## config.mk

```make
export PLATFORM = sky130hd
export DESIGN_NAME = epc_stack
export DESIGN_NICKNAME = d
export VERILOG_FILES = /design/src/rtl/epc_stack.sv
export SDC_FILE = /design/constraint.sdc
export NUM_CORES = 1
export LEC_CHECK = 0
export CORE_MARGIN = 5
export CORE_UTILIZATION = 57
export DETAILED_ROUTE_END_ITERATION = 10
export HOLD_SLACK_MARGIN = 0.05
export PLACE_DENSITY = 0.81
export SYNTH_ARGS = -nofsm -noshare
export SYNTH_HDL_FRONTEND = slang
export SYNTH_SLANG_ARGS = --single-unit
export TNS_END_PERCENT = 10
```

## constraint.sdc

```tcl
create_clock -name clk -period 5.73 [get_ports clk]
set_clock_uncertainty 0.05 [all_clocks]
set_input_delay 0.573 -clock clk [delete_from_list [all_inputs] [get_ports clk]]
set_output_delay 0.573 -clock clk [all_outputs]
set_load 0.05 [all_outputs]
```

## src/rtl/epc_stack.sv

```systemverilog
// epc_stack: nested exception-PC stack with a registered ERET return PC.
// Build macro EPC_STACK_STATS_EN adds the saturating exc_count output.
module epc_stack #(
   parameter int WIDTH = 32,
   parameter int DEPTH = 4,
   parameter int STEP  = 4
) (
   input  logic                         clk,
   input  logic                         rst,
   input  logic                         exc_req,
   input  logic [WIDTH-1:0]             exc_pc,
   input  logic                         exc_bd,
   input  logic                         exc_skip,
   input  logic                         eret_req,
   output logic [WIDTH-1:0]             epc_top,
   output logic                         bd_top,
   output logic [WIDTH-1:0]             ret_pc,
   output logic                         ret_valid,
   output logic [$clog2(DEPTH+1)-1:0]   depth,
   output logic                         in_handler,
   output logic                         fault
`ifdef EPC_STACK_STATS_EN
   ,output logic [15:0]                 exc_count
`endif
);

   localparam int DW = $clog2(DEPTH+1);
   localparam int AW = (DEPTH > 1) ? $clog2(DEPTH) : 1;
   localparam logic [WIDTH-1:0] STEP_W  = WIDTH'(STEP);
   localparam logic [DW-1:0]    DEPTH_W = DW'(DEPTH);

   localparam logic [1:0] ST_EMPTY  = 2'd0;
   localparam logic [1:0] ST_ACTIVE = 2'd1;
   localparam logic [1:0] ST_FAULT  = 2'd2;

   logic [WIDTH-1:0] epc_r   [DEPTH];
   logic [WIDTH-1:0] epc_n_s [DEPTH];
   logic [DEPTH-1:0] bd_r, bd_n_s;
   logic [DEPTH-1:0] skip_r, skip_n_s;
   logic [DW-1:0]    depth_r, depth_n_s;
   logic [1:0]       state_r, state_n_s;
   logic [WIDTH-1:0] ret_pc_n_s;
   logic             ret_valid_n_s;
   logic [WIDTH-1:0] new_epc_s;
   logic [AW-1:0]    wr_idx_s, top_idx_s, nxt_top_idx_s;
   logic [WIDTH-1:0] epc_top_n_s;
   logic             bd_top_n_s;

   assign new_epc_s     = exc_bd ? (exc_pc - STEP_W) : exc_pc;
   assign wr_idx_s      = AW'(depth_r);
   assign top_idx_s     = AW'(depth_r - DW'(1));
   assign nxt_top_idx_s = AW'(depth_n_s - DW'(1));

   // Next-state: push, pop, replace and fault transitions of the stack.
   always_comb begin
      epc_n_s       = epc_r;
      bd_n_s        = bd_r;
      skip_n_s      = skip_r;
      depth_n_s     = depth_r;
      state_n_s     = state_r;
      ret_pc_n_s    = ret_pc;
      ret_valid_n_s = 1'b0;
      case (state_r)
         ST_EMPTY: begin
            // With an empty stack a simultaneous ERET does not count; it is a plain push.
            if (exc_req) begin
               epc_n_s[0]  = new_epc_s;
               bd_n_s[0]   = exc_bd;
               skip_n_s[0] = exc_skip;
               depth_n_s   = DW'(1);
               state_n_s   = ST_ACTIVE;
            end else if (eret_req) begin
               state_n_s = ST_FAULT;
            end else begin
               state_n_s = ST_EMPTY;
            end
         end
         ST_ACTIVE: begin
            if (exc_req && eret_req) begin
               epc_n_s[top_idx_s]  = new_epc_s;
               bd_n_s[top_idx_s]   = exc_bd;
               skip_n_s[top_idx_s] = exc_skip;
            end else if (exc_req) begin
               if (depth_r == DEPTH_W) begin
                  state_n_s = ST_FAULT;
               end else begin
                  epc_n_s[wr_idx_s]  = new_epc_s;
                  bd_n_s[wr_idx_s]   = exc_bd;
                  skip_n_s[wr_idx_s] = exc_skip;
                  depth_n_s          = depth_r + DW'(1);
               end
            end else if (eret_req) begin
               ret_pc_n_s    = skip_r[top_idx_s] ? (epc_r[top_idx_s] + STEP_W) : epc_r[top_idx_s];
               ret_valid_n_s = 1'b1;
               depth_n_s     = depth_r - DW'(1);
               if (depth_r == DW'(1)) begin
                  state_n_s = ST_EMPTY;
               end else begin
                  state_n_s = ST_ACTIVE;
               end
            end else begin
               state_n_s = ST_ACTIVE;
            end
         end
         ST_FAULT: begin
            state_n_s = ST_FAULT;
         end
         default: begin
            state_n_s = ST_FAULT;
         end
      endcase
      if (depth_n_s == {DW{1'b0}}) begin
         epc_top_n_s = {WIDTH{1'b0}};
         bd_top_n_s  = 1'b0;
      end else begin
         epc_top_n_s = epc_n_s[nxt_top_idx_s];
         bd_top_n_s  = bd_n_s[nxt_top_idx_s];
      end
   end

   // State and output registers; reset overrides any request in the same cycle.
   always_ff @(posedge clk) begin
      if (rst) begin
         for (int i = 0; i < DEPTH; i++) begin
            epc_r[i] <= {WIDTH{1'b0}};
         end
         bd_r       <= {DEPTH{1'b0}};
         skip_r     <= {DEPTH{1'b0}};
         depth_r    <= {DW{1'b0}};
         state_r    <= ST_EMPTY;
         epc_top    <= {WIDTH{1'b0}};
         bd_top     <= 1'b0;
         ret_pc     <= {WIDTH{1'b0}};
         ret_valid  <= 1'b0;
         in_handler <= 1'b0;
         fault      <= 1'b0;
      end else begin
         epc_r      <= epc_n_s;
         bd_r       <= bd_n_s;
         skip_r     <= skip_n_s;
         depth_r    <= depth_n_s;
         state_r    <= state_n_s;
         epc_top    <= epc_top_n_s;
         bd_top     <= bd_top_n_s;
         ret_pc     <= ret_pc_n_s;
         ret_valid  <= ret_valid_n_s;
         in_handler <= (depth_n_s != {DW{1'b0}});
         fault      <= (state_n_s == ST_FAULT);
      end
   end

   assign depth = depth_r;

`ifdef EPC_STACK_STATS_EN
   logic        push_cnt_s;
   logic [15:0] exc_count_r;

   assign push_cnt_s = exc_req &&
                       ((state_r == ST_EMPTY) ||
                        ((state_r == ST_ACTIVE) && (eret_req || (depth_r != DEPTH_W))));

   // Saturating count of accepted pushes, replacements included.
   always_ff @(posedge clk) begin
      if (rst) begin
         exc_count_r <= 16'd0;
      end else if (push_cnt_s && (exc_count_r != 16'hFFFF)) begin
         exc_count_r <= exc_count_r + 16'd1;
      end else begin
         exc_count_r <= exc_count_r;
      end
   end

   assign exc_count = exc_count_r;
`endif

endmodule

```

# After elaboration in Yosys (flattened, before gate mapping)

Cells that the tools add are included.

Register bits after elaboration: 209
Input port bits: 38
Output and inout port bits: 71
Logic and storage cells: 117

$add $sub $neg: 5
Order comparisons: 10
Eq/ne operators: 8
Muxes and demuxes: 58
Bitwise logic cells: 6
Reduce and logical (&&, ||, !) cells: 15

Operators by type and width:

| operator                                                    | count |
|---|---|
| 2-to-1 mux 128 bit                                          | 3 |
| 2-to-1 mux 32 bit                                           | 9 |
| bitwise mux 128 bit                                         | 2 |
| binary-select mux 32 bit (select 2 bit)                     | 2 |
| demux 32 bit (select 2 bit)                                 | 2 |
| 2-to-1 mux 96 bit                                           | 1 |
| one-hot mux 32 bit (2 select lines)                         | 1 |
| adder 32 x 3 -> 32 bit (second input constant)              | 1 |
| subtractor 32 x 3 -> 32 bit (second input constant)         | 1 |
| 2-to-1 mux 4 bit                                            | 6 |
| 2-to-1 mux 3 bit                                            | 6 |
| bitwise mux 4 bit                                           | 4 |
| 2-to-1 mux 2 bit                                            | 5 |
| greater-or-equal comparator 3 bit (second input constant)   | 3 |
| less-than comparator 2 x 3 -> 1 bit (second input constant) | 3 |
| 2-to-1 mux 1 bit                                            | 9 |
| NOT 2 -> 3 bit                                              | 3 |
| AND reduction 4 bit                                         | 2 |
| less-than comparator 3 x 1 -> 1 bit (second input constant) | 2 |
| != test 3 bit (second input constant)                       | 2 |
| one-hot mux 3 bit (2 select lines)                          | 1 |
| logical AND 1 bit                                           | 5 |
| binary-select mux 1 bit (select 2 bit)                      | 2 |
| demux 1 bit (select 2 bit)                                  | 2 |
| 19 further kinds                                            | 25 |

# Depth between registers and ports, before layout

Gate-level depths: netlist of the first run.

Word-level depth: 13
Depth in mapped cells: 21
Gate-level depth less buffers: 15

# Worst setup path before layout of the first run

Ideal clock, no wire load.

Kind: register -> register
Start: register depth_r[0], in the netlist depth[0]
End: register epc_top[12]
Setup time: 0.134 ns
Arrival: 4.488 ns
Required time: 5.546 ns
Path slack: 1.058 ns
Cell stages (with the launch flop): 20
Period minus slack after synthesis: 4.672 ns
Path through: dfxtp_1 buf_6 buf_6 buf_6 inv_1 ha_1 ha_1 nor2_1 a31oi_1 o221ai_2 buf_2 clkbuf_1 ha_1 inv_1 a211oi_1 o22a_1 inv_1 nand3_1 nor3_1 or4_1

Longest elaborated chain between the ends: 13

Ends and longest elaborated chain:

| item                                                                               | RTL line | text |
|---|---|---|
| start: declaration                                                                 | 40       | `logic [DW-1:0] depth_r, depth_n_s;` |
| start signal: assignment                                                           | 129      | `depth_r <= {DW{1'b0}};` |
| start signal: assignment                                                           | 141      | `depth_r <= depth_n_s;` |
| parallel branches: the longest is 13 deep, another holds subtractor 3 x 1 -> 3 bit | -        |  |
| end signal: assignment                                                             | 131      | `epc_top <= {WIDTH{1'b0}};` |
| end signal: assignment                                                             | 143      | `epc_top <= epc_top_n_s;` |
| end: declaration                                                                   | 15       | `output logic [WIDTH-1:0] epc_top,` |

Parallel ways; which one is timed is not known. The select of a mux whose other input is x is not followed.
A chain may end at the register's enable or synchronous reset.

# Worst setup path after layout of the first run

Start: register depth_r[1], in the netlist depth[1]
End: register epc_top[23]

Same word-level chain as after synthesis.

==> impl_metrics.env, run 1 <==
export IMPL_drive_gt1_share_pct=8.48
export IMPL_endpoint_kind="flop"
export IMPL_critPathMaxFanout=21
export IMPL_drc=0
export IMPL_vias=8998
export IMPL_layout_common_cells="nor2_1, dfxtp_1, clkdlybuf4s50_1, nand2_1, a21oi_1"
export IMPL_fin_crit_sh_pct=74.4
export IMPL_synth_edf_count=0
export IMPL_ys_types=67
export IMPL_globalRouteTotalUtil_pct=27.2
export IMPL_clk_latency_ns=0.50
export IMPL_rsz0062_at_grt="false"
export IMPL_syn2layout_area_growth_pct=17.4
export IMPL_synth_area_mm2=0.0103
export IMPL_num_antenna_cells=0
export IMPL_holdWs_ns=0.408
export IMPL_grt_pass1_wl_um=45100
export IMPL_ant_nets=0
export IMPL_clockBufferDepth=3
export IMPL_ctsHoldBuffers=0
export IMPL_final_cell_area_mm2=0.0121
export IMPL_synthCells=1137
export IMPL_fmax_mhz=235
export IMPL_vias_per_cell=6.23
export IMPL_arrival_ns=4.63
export IMPL_rows=49
export IMPL_wl_met3_um=3050
export IMPL_synthArstFlopShare_pct=0
export IMPL_worst_setup_path_start_kind="flop"
export IMPL_cts_buffers=21
export IMPL_crit_required_ns=6.09
export IMPL_p_leak_nw=4.19
export IMPL_start_util_pct=57.7
export IMPL_io_pins=109
export IMPL_drtPass1Iterations=6
export IMPL_synth_seq_area_share_pct=40.7
export IMPL_fp_dieW_um=144
export IMPL_worstMarginPinSlew_ns=1.20
export IMPL_final_max_slew_viol_count=0
export IMPL_dpl_instance_area_mm2=0.0115
export IMPL_setup_viol_count_final=0
export IMPL_yosysWarnings=0
export IMPL_wl_met2_um=12900
export IMPL_drv_cap=0
export IMPL_cts_resized=0
export IMPL_slew_headroom_pct=19.6
export IMPL_grt_pass1_vias=8399
export IMPL_fillCellCount=1473
export IMPL_hold_viol=0
export IMPL_vdd_ir_drop_max_v=0.000218
export IMPL_timing_worst_setup_path_type="flop to flop"
export IMPL_place_congestion=0.935
export IMPL_h_tree_depth=1
export IMPL_routed_top_layer="met4"
export IMPL_period_needed_ns=4.26
export IMPL_cts_tree="yes"
export IMPL_mostFrequentLayoutCell="nor2_1"
export IMPL_syn_area_per_cell_um2=9.05
export IMPL_cts_setup_buffers=0
export IMPL_die_height_um=144
export IMPL_die_area_mm2=0.0208
export IMPL_synth_seq_cells=209
export IMPL_wl_met1_um=12400
export IMPL_synth_fp_nets=1184
export IMPL_dp_hpwl_um=19700
export IMPL_first_iter_violations=930
export IMPL_routedWlPerCell_um=20.0
export IMPL_overflow=0
export IMPL_ys_flop_type="dfxtp_1"
export IMPL_antenna_found_initial=0
export IMPL_portBuffers=108
export IMPL_hp_class="flop to flop"
export IMPL_grt_max_degree=94
export IMPL_powerDensity_mw_per_mm2=286
export IMPL_wirelength_um=28900
export IMPL_finalSetupTns_ns=0
export IMPL_cts_root_buf="clkbuf_16"
export IMPL_outcome="finished, final reports clean"
export IMPL_nNetsFinal=1252
export IMPL_clk_pin_slew_ns=0.06
export IMPL_numClockSinks=209
export IMPL_coreArea_mm2=0.0178
## cell families (layout without fill, tap and decap cells)
| logic type | Yosys count | in the layout | synth area share [%] |
|---|---|---|---|
| adders and majority gates | 9 | 9 | 1.09 |
| buffers and inverters | 93 | 171 | 4.14 |
| xor gates and xnor gates | 59 | 59 | 5.02 |
| AOI/OAI and AO/OA | 231 | 231 | 14.8 |
| DFF | 209 | 209 | 40.7 |
| muxes | 80 | 80 | 13.3 |
| and+or+nand+nor | 456 | 456 | 21.0 |
## per-stage QoR
step | power [mW] | util [%] | cells | setup WS (ns)
floorplan | 1.99 | - | 1137 | 1.06
global placement | 2.17 | 64.2 | 1411 | 1.30
detailed placement | 2.18 | 64.2 | 1411 | 1.13
CTS | 3.45 | 67.7 | 1444 | 1.57
global route | 3.57 | 67.7 | 1444 | 1.20
finish | 3.45 | 67.7 | 1444 | 1.47
## critical path, stage by stage (launching register included)
cell,delay (ns)
dfxtp_1,0.45
inv_1,0.12
ha_1,0.64
a22oi_1,0.15
o32ai_1,0.18
a21oi_1,0.14
ha_1,0.88
nand2_1,0.41
nor2_1,0.73
a22oi_1,0.18
o211ai_1,0.21
## final timing paths
| path | cells after the start | endpoint | start | slack, ns |
|---|---|---|---|---|
| worst max-delay path | 10 | epc_top[23] | depth[1] | 1.47 |
| worst min-delay path | 2 | skip_r[3] | skip_r[3] | 0.41 |
| worst max register to register | 10 | epc_top[23] | depth[1] | 1.47 |
| worst min register to register | 2 | skip_r[3] | skip_r[3] | 0.41 |
## cells in the mapped netlist (4+ instances only)
master / n / area [um^2]
a211o_1: 4 / 35.0
a211oi_1: 72 / 541
a21oi_1: 72 / 360
a22oi_1: 8 / 60.1
a32oi_1: 7 / 61.3
and3_1: 4 / 25.0
buf_2: 18 / 90.1
buf_6: 4 / 45.0
clkbuf_1: 53 / 199
dfxtp_1: 209 / 4180
ha_1: 9 / 113
inv_1: 12 / 45.0
mux2i_1: 36 / 360
mux4_1: 13 / 342
mux4_2: 28 / 631
nand2_1: 82 / 308
nand2b_1: 4 / 25.0
nand3_1: 22 / 110
nand4_1: 8 / 50.1
nor2_1: 225 / 845
nor2b_1: 28 / 175
nor3_1: 33 / 165
nor3b_1: 4 / 30.0
nor4_1: 7 / 43.8
o211ai_1: 7 / 52.6
o21ai_0: 31 / 155
o221ai_1: 8 / 70.1
o22ai_1: 4 / 25.0
or3_1: 5 / 31.3
or4_1: 5 / 37.5
xnor2_1: 31 / 272
xor2_1: 28 / 245
## layout make-up
type | instances | area, um^2 | area share (%)
clock buffer | 29 | 606 | 5.01
clock inverter | 4 | 20.0 | 0.166
inverter | 13 | 48.8 | 0.404
multi-input combinational | 835 | 5720 | 47.4
sequential | 209 | 4190 | 34.7
tap | 229 | 287 | 2.37
timing repair buffer | 125 | 1210 | 9.99
## per-layer routing
layer | GRT usage, % | vias to the layer above
met5 | 0 | -
met4 | 7.22 | 0
met3 | 4.17 | 51
met2 | 42.3 | 509
met1 | 39.8 | 4228
li1 | - | 4210
## sequential cells by signal, indices dropped and copies added (netlist names)
signal,count
ret_pc,32
bd_top,1
skip_r,4
fault,1
depth,3
ret_valid,1
state_r,2
epc_r,128
epc_top,32
bd_r,4
in_handler,1
## where the power goes
| part | internal (mW) | total (mW) | switching, mW |
|---|---|---|---|
| Combinational | 0.213 | 0.617 | 0.404 |
| Sequential | 1.51 | 1.55 | 0.0342 |
| Clock | 0.730 | 1.29 | 0.558 |
| Total | 2.46 | 3.45 | 0.996 |
Power figures use the tool's default switching activity.
==> inputs of run 2 (changes only) <==
==> constraint.sdc (replaced) <==
create_clock -name clk -period 4.3 [get_ports clk]
set_clock_uncertainty 0.05 [all_clocks]
set_input_delay 0.43 -clock clk [delete_from_list [all_inputs] [get_ports clk]]
set_output_delay 0.43 -clock clk [all_outputs]
set_load 0.05 [all_outputs]
==> run 2 against run 1 <==
Effect of this change:
- core utilization rose by 1.3 points
- critical endpoint is now epc_top[12]
- sequential power rose by 33%
- register-to-register slack got worse by 0.73 ns
- largest power group unchanged
- cell count up 1.5%
==> impl_metrics.env, run 2 (synthesized netlist as in run 1, its figures left out) <==
export IMPL_hold_viol=0
export IMPL_drv_cap=0
export IMPL_cts_setup_buffers=0
export IMPL_ctsHoldBuffers=0
export IMPL_vias_per_cell=6.21
export IMPL_globalRouteTotalUtil_pct=27.9
export IMPL_fin_crit_sh_pct=82.9
export IMPL_final_cell_area_mm2=0.0123
export IMPL_path_buf_inv=3
export IMPL_dp_hpwl_um=20500
export IMPL_num_antenna_cells=0
export IMPL_seqCellArea_mm2=0.00419
export IMPL_syn2layout_area_growth_pct=19.7
export IMPL_first_iter_violations=915
export IMPL_vdd_ir_drop_max_v=0.000367
export IMPL_coreArea_mm2=0.0178
export IMPL_crit_chain="inv_1 -> ha_1 -> ha_1 -> nor2_1 -> a31oi_1 -> o221ai_4 -> buf_4 -> inv_1 -> nand2_1 -> nor3_1 -> or4_1"
export IMPL_critPathMaxFanout=33
export IMPL_hp_class="input port to flop"
export IMPL_clk_latency_ns=0.50
export IMPL_cts_resized=0
export IMPL_clk_pin_slew_ns=0.06
export IMPL_period_needed_ns=3.57
export IMPL_largest_registers="epc_r (128), epc_top (32), ret_pc (32)"
export IMPL_final_max_slew_viol_count=0
export IMPL_dpl_instance_area_mm2=0.0116
export IMPL_numClockSinks=209
export IMPL_critPathMaxStageDelay_ns=0.46
export IMPL_nNetsFinal=1269
export IMPL_rows=49
export IMPL_grt_max_degree=63
export IMPL_cts_tree="yes"
export IMPL_drive_gt1_share_pct=9.70
export IMPL_grt_busiest_layer="met2"
export IMPL_start_util_pct=57.7
export IMPL_powerDensity_mw_per_mm2=393
export IMPL_multi_input_area_mm2=0.00572
export IMPL_layout_common_cells="nor2_1, dfxtp_1, clkdlybuf4s50_1, nand2_1, a21oi_1"
export IMPL_worst_setup_path_start_kind="flop"
export IMPL_outcome="finished, final reports clean"
export IMPL_crit_family="simple AND/OR/NAND/NOR gates"
export IMPL_io_pins=109
export IMPL_drc=0
export IMPL_arrival_ns=3.89
export IMPL_crit_required_ns=4.63
export IMPL_portBuffers=108
export IMPL_routedWlPerCell_um=20.2
export IMPL_finalSetupTns_ns=0
export IMPL_place_congestion=0.958
export IMPL_mostFrequentLayoutCell="nor2_1"
export IMPL_timing_worst_setup_path_type="flop to flop"
export IMPL_fmax_mhz=280
export IMPL_cts_buffers=22
export IMPL_wirelength_um=29500
export IMPL_gr_usage_met1_pct=41.0
export IMPL_cts_root_buf="clkbuf_16"
export IMPL_vias=9097
export IMPL_met3_usage_pct=4.83
export IMPL_worstMarginPinSlew_ns=0.927
export IMPL_die_area_mm2=0.0208
export IMPL_grt_pass1_wl_um=46100
export IMPL_largest_reg_flops=128
export IMPL_clockBufferDepth=3
export IMPL_ant_nets=0
export IMPL_die_height_um=144
export IMPL_drtPass1Iterations=6
export IMPL_slew_headroom_pct=37.7
export IMPL_max_flop_register="epc_r"
export IMPL_h_tree_depth=1
export IMPL_antenna_found_initial=0
export IMPL_p_leak_nw=4.31
export IMPL_setup_viol_count_final=0
export IMPL_fp_dieW_um=144
export IMPL_overflow=0
export IMPL_grt_pass1_vias=8541
export IMPL_slowest_stage="or4_1"
export IMPL_grtUsageMet2_pct=42.3
export IMPL_endpoint_kind="flop"
export IMPL_rsz0062_at_grt="false"
export IMPL_fillCellCount=1362
==> run 2: cell count changes in the layout (fill, tap and decap cells not counted) <==
cell	delta
buf_12	+1
a311o_2	-1
bufinv_16	+1
clkbuf_16	+2
clkinv_2	-3
a311o_1	+1
clkbuf_8	+2
clkbuf_1	+4
buf_4	+15
==> run 2: layout make-up <==
type / instances / share of cell area, %
Clock inverter: 2 / 0.284
Sequential cell: 209 / 34.0
Timing Repair Buffer: 141 / 10.9
Tap cell: 229 / 2.33
Clock buffer: 37 / 5.67
Multi-Input combinational cell: 835 / 46.5
Inverter: 13 / 0.396
==> run 2: metrics by stage <==
stage | hold slack (ns) | utilization [%] | worst slack (ns) | instances | power, mW
after detailed placement | 0.397 | 64.9 | 0.448 | 1427 | 2.93
final | 0.381 | 69.0 | 0.734 | 1466 | 4.84
after global routing | 0.398 | 69.0 | 0.533 | 1466 | 4.98
after floorplan | 0.379 | - | 0.0159 | 1137 | 2.66
after CTS | 0.375 | 69.0 | 0.779 | 1466 | 4.83
after global placement | 0.392 | 64.9 | 0.604 | 1427 | 2.92
==> run 2: worst paths after layout <==
kind	start	end	slack [ns]	cells past startpoint
setup / recovery	depth[1]	epc_top[12]	0.73	11
hold / removal	rst	state_r[1]	0.38	2
setup reg to reg	depth[1]	epc_top[12]	0.73	11
hold reg to reg	bd_r[3]	bd_r[3]	0.40	2
==> run 2: where the power goes <==
part / total, mW / switching (mW) / internal [mW]
sequential: 2.06 / 0.0486 / 2.01
clock: 1.93 / 0.768 / 1.16
combinational: 0.845 / 0.545 / 0.300
==> run 2: routing by layer <==
metal | wire [um] | up-vias
li1 | - | 4265
met1 | 12900 | 4306
met2 | 13000 | 467
met3 | 2840 | 59
met4 | 809 | 0
met5 | 0 | -
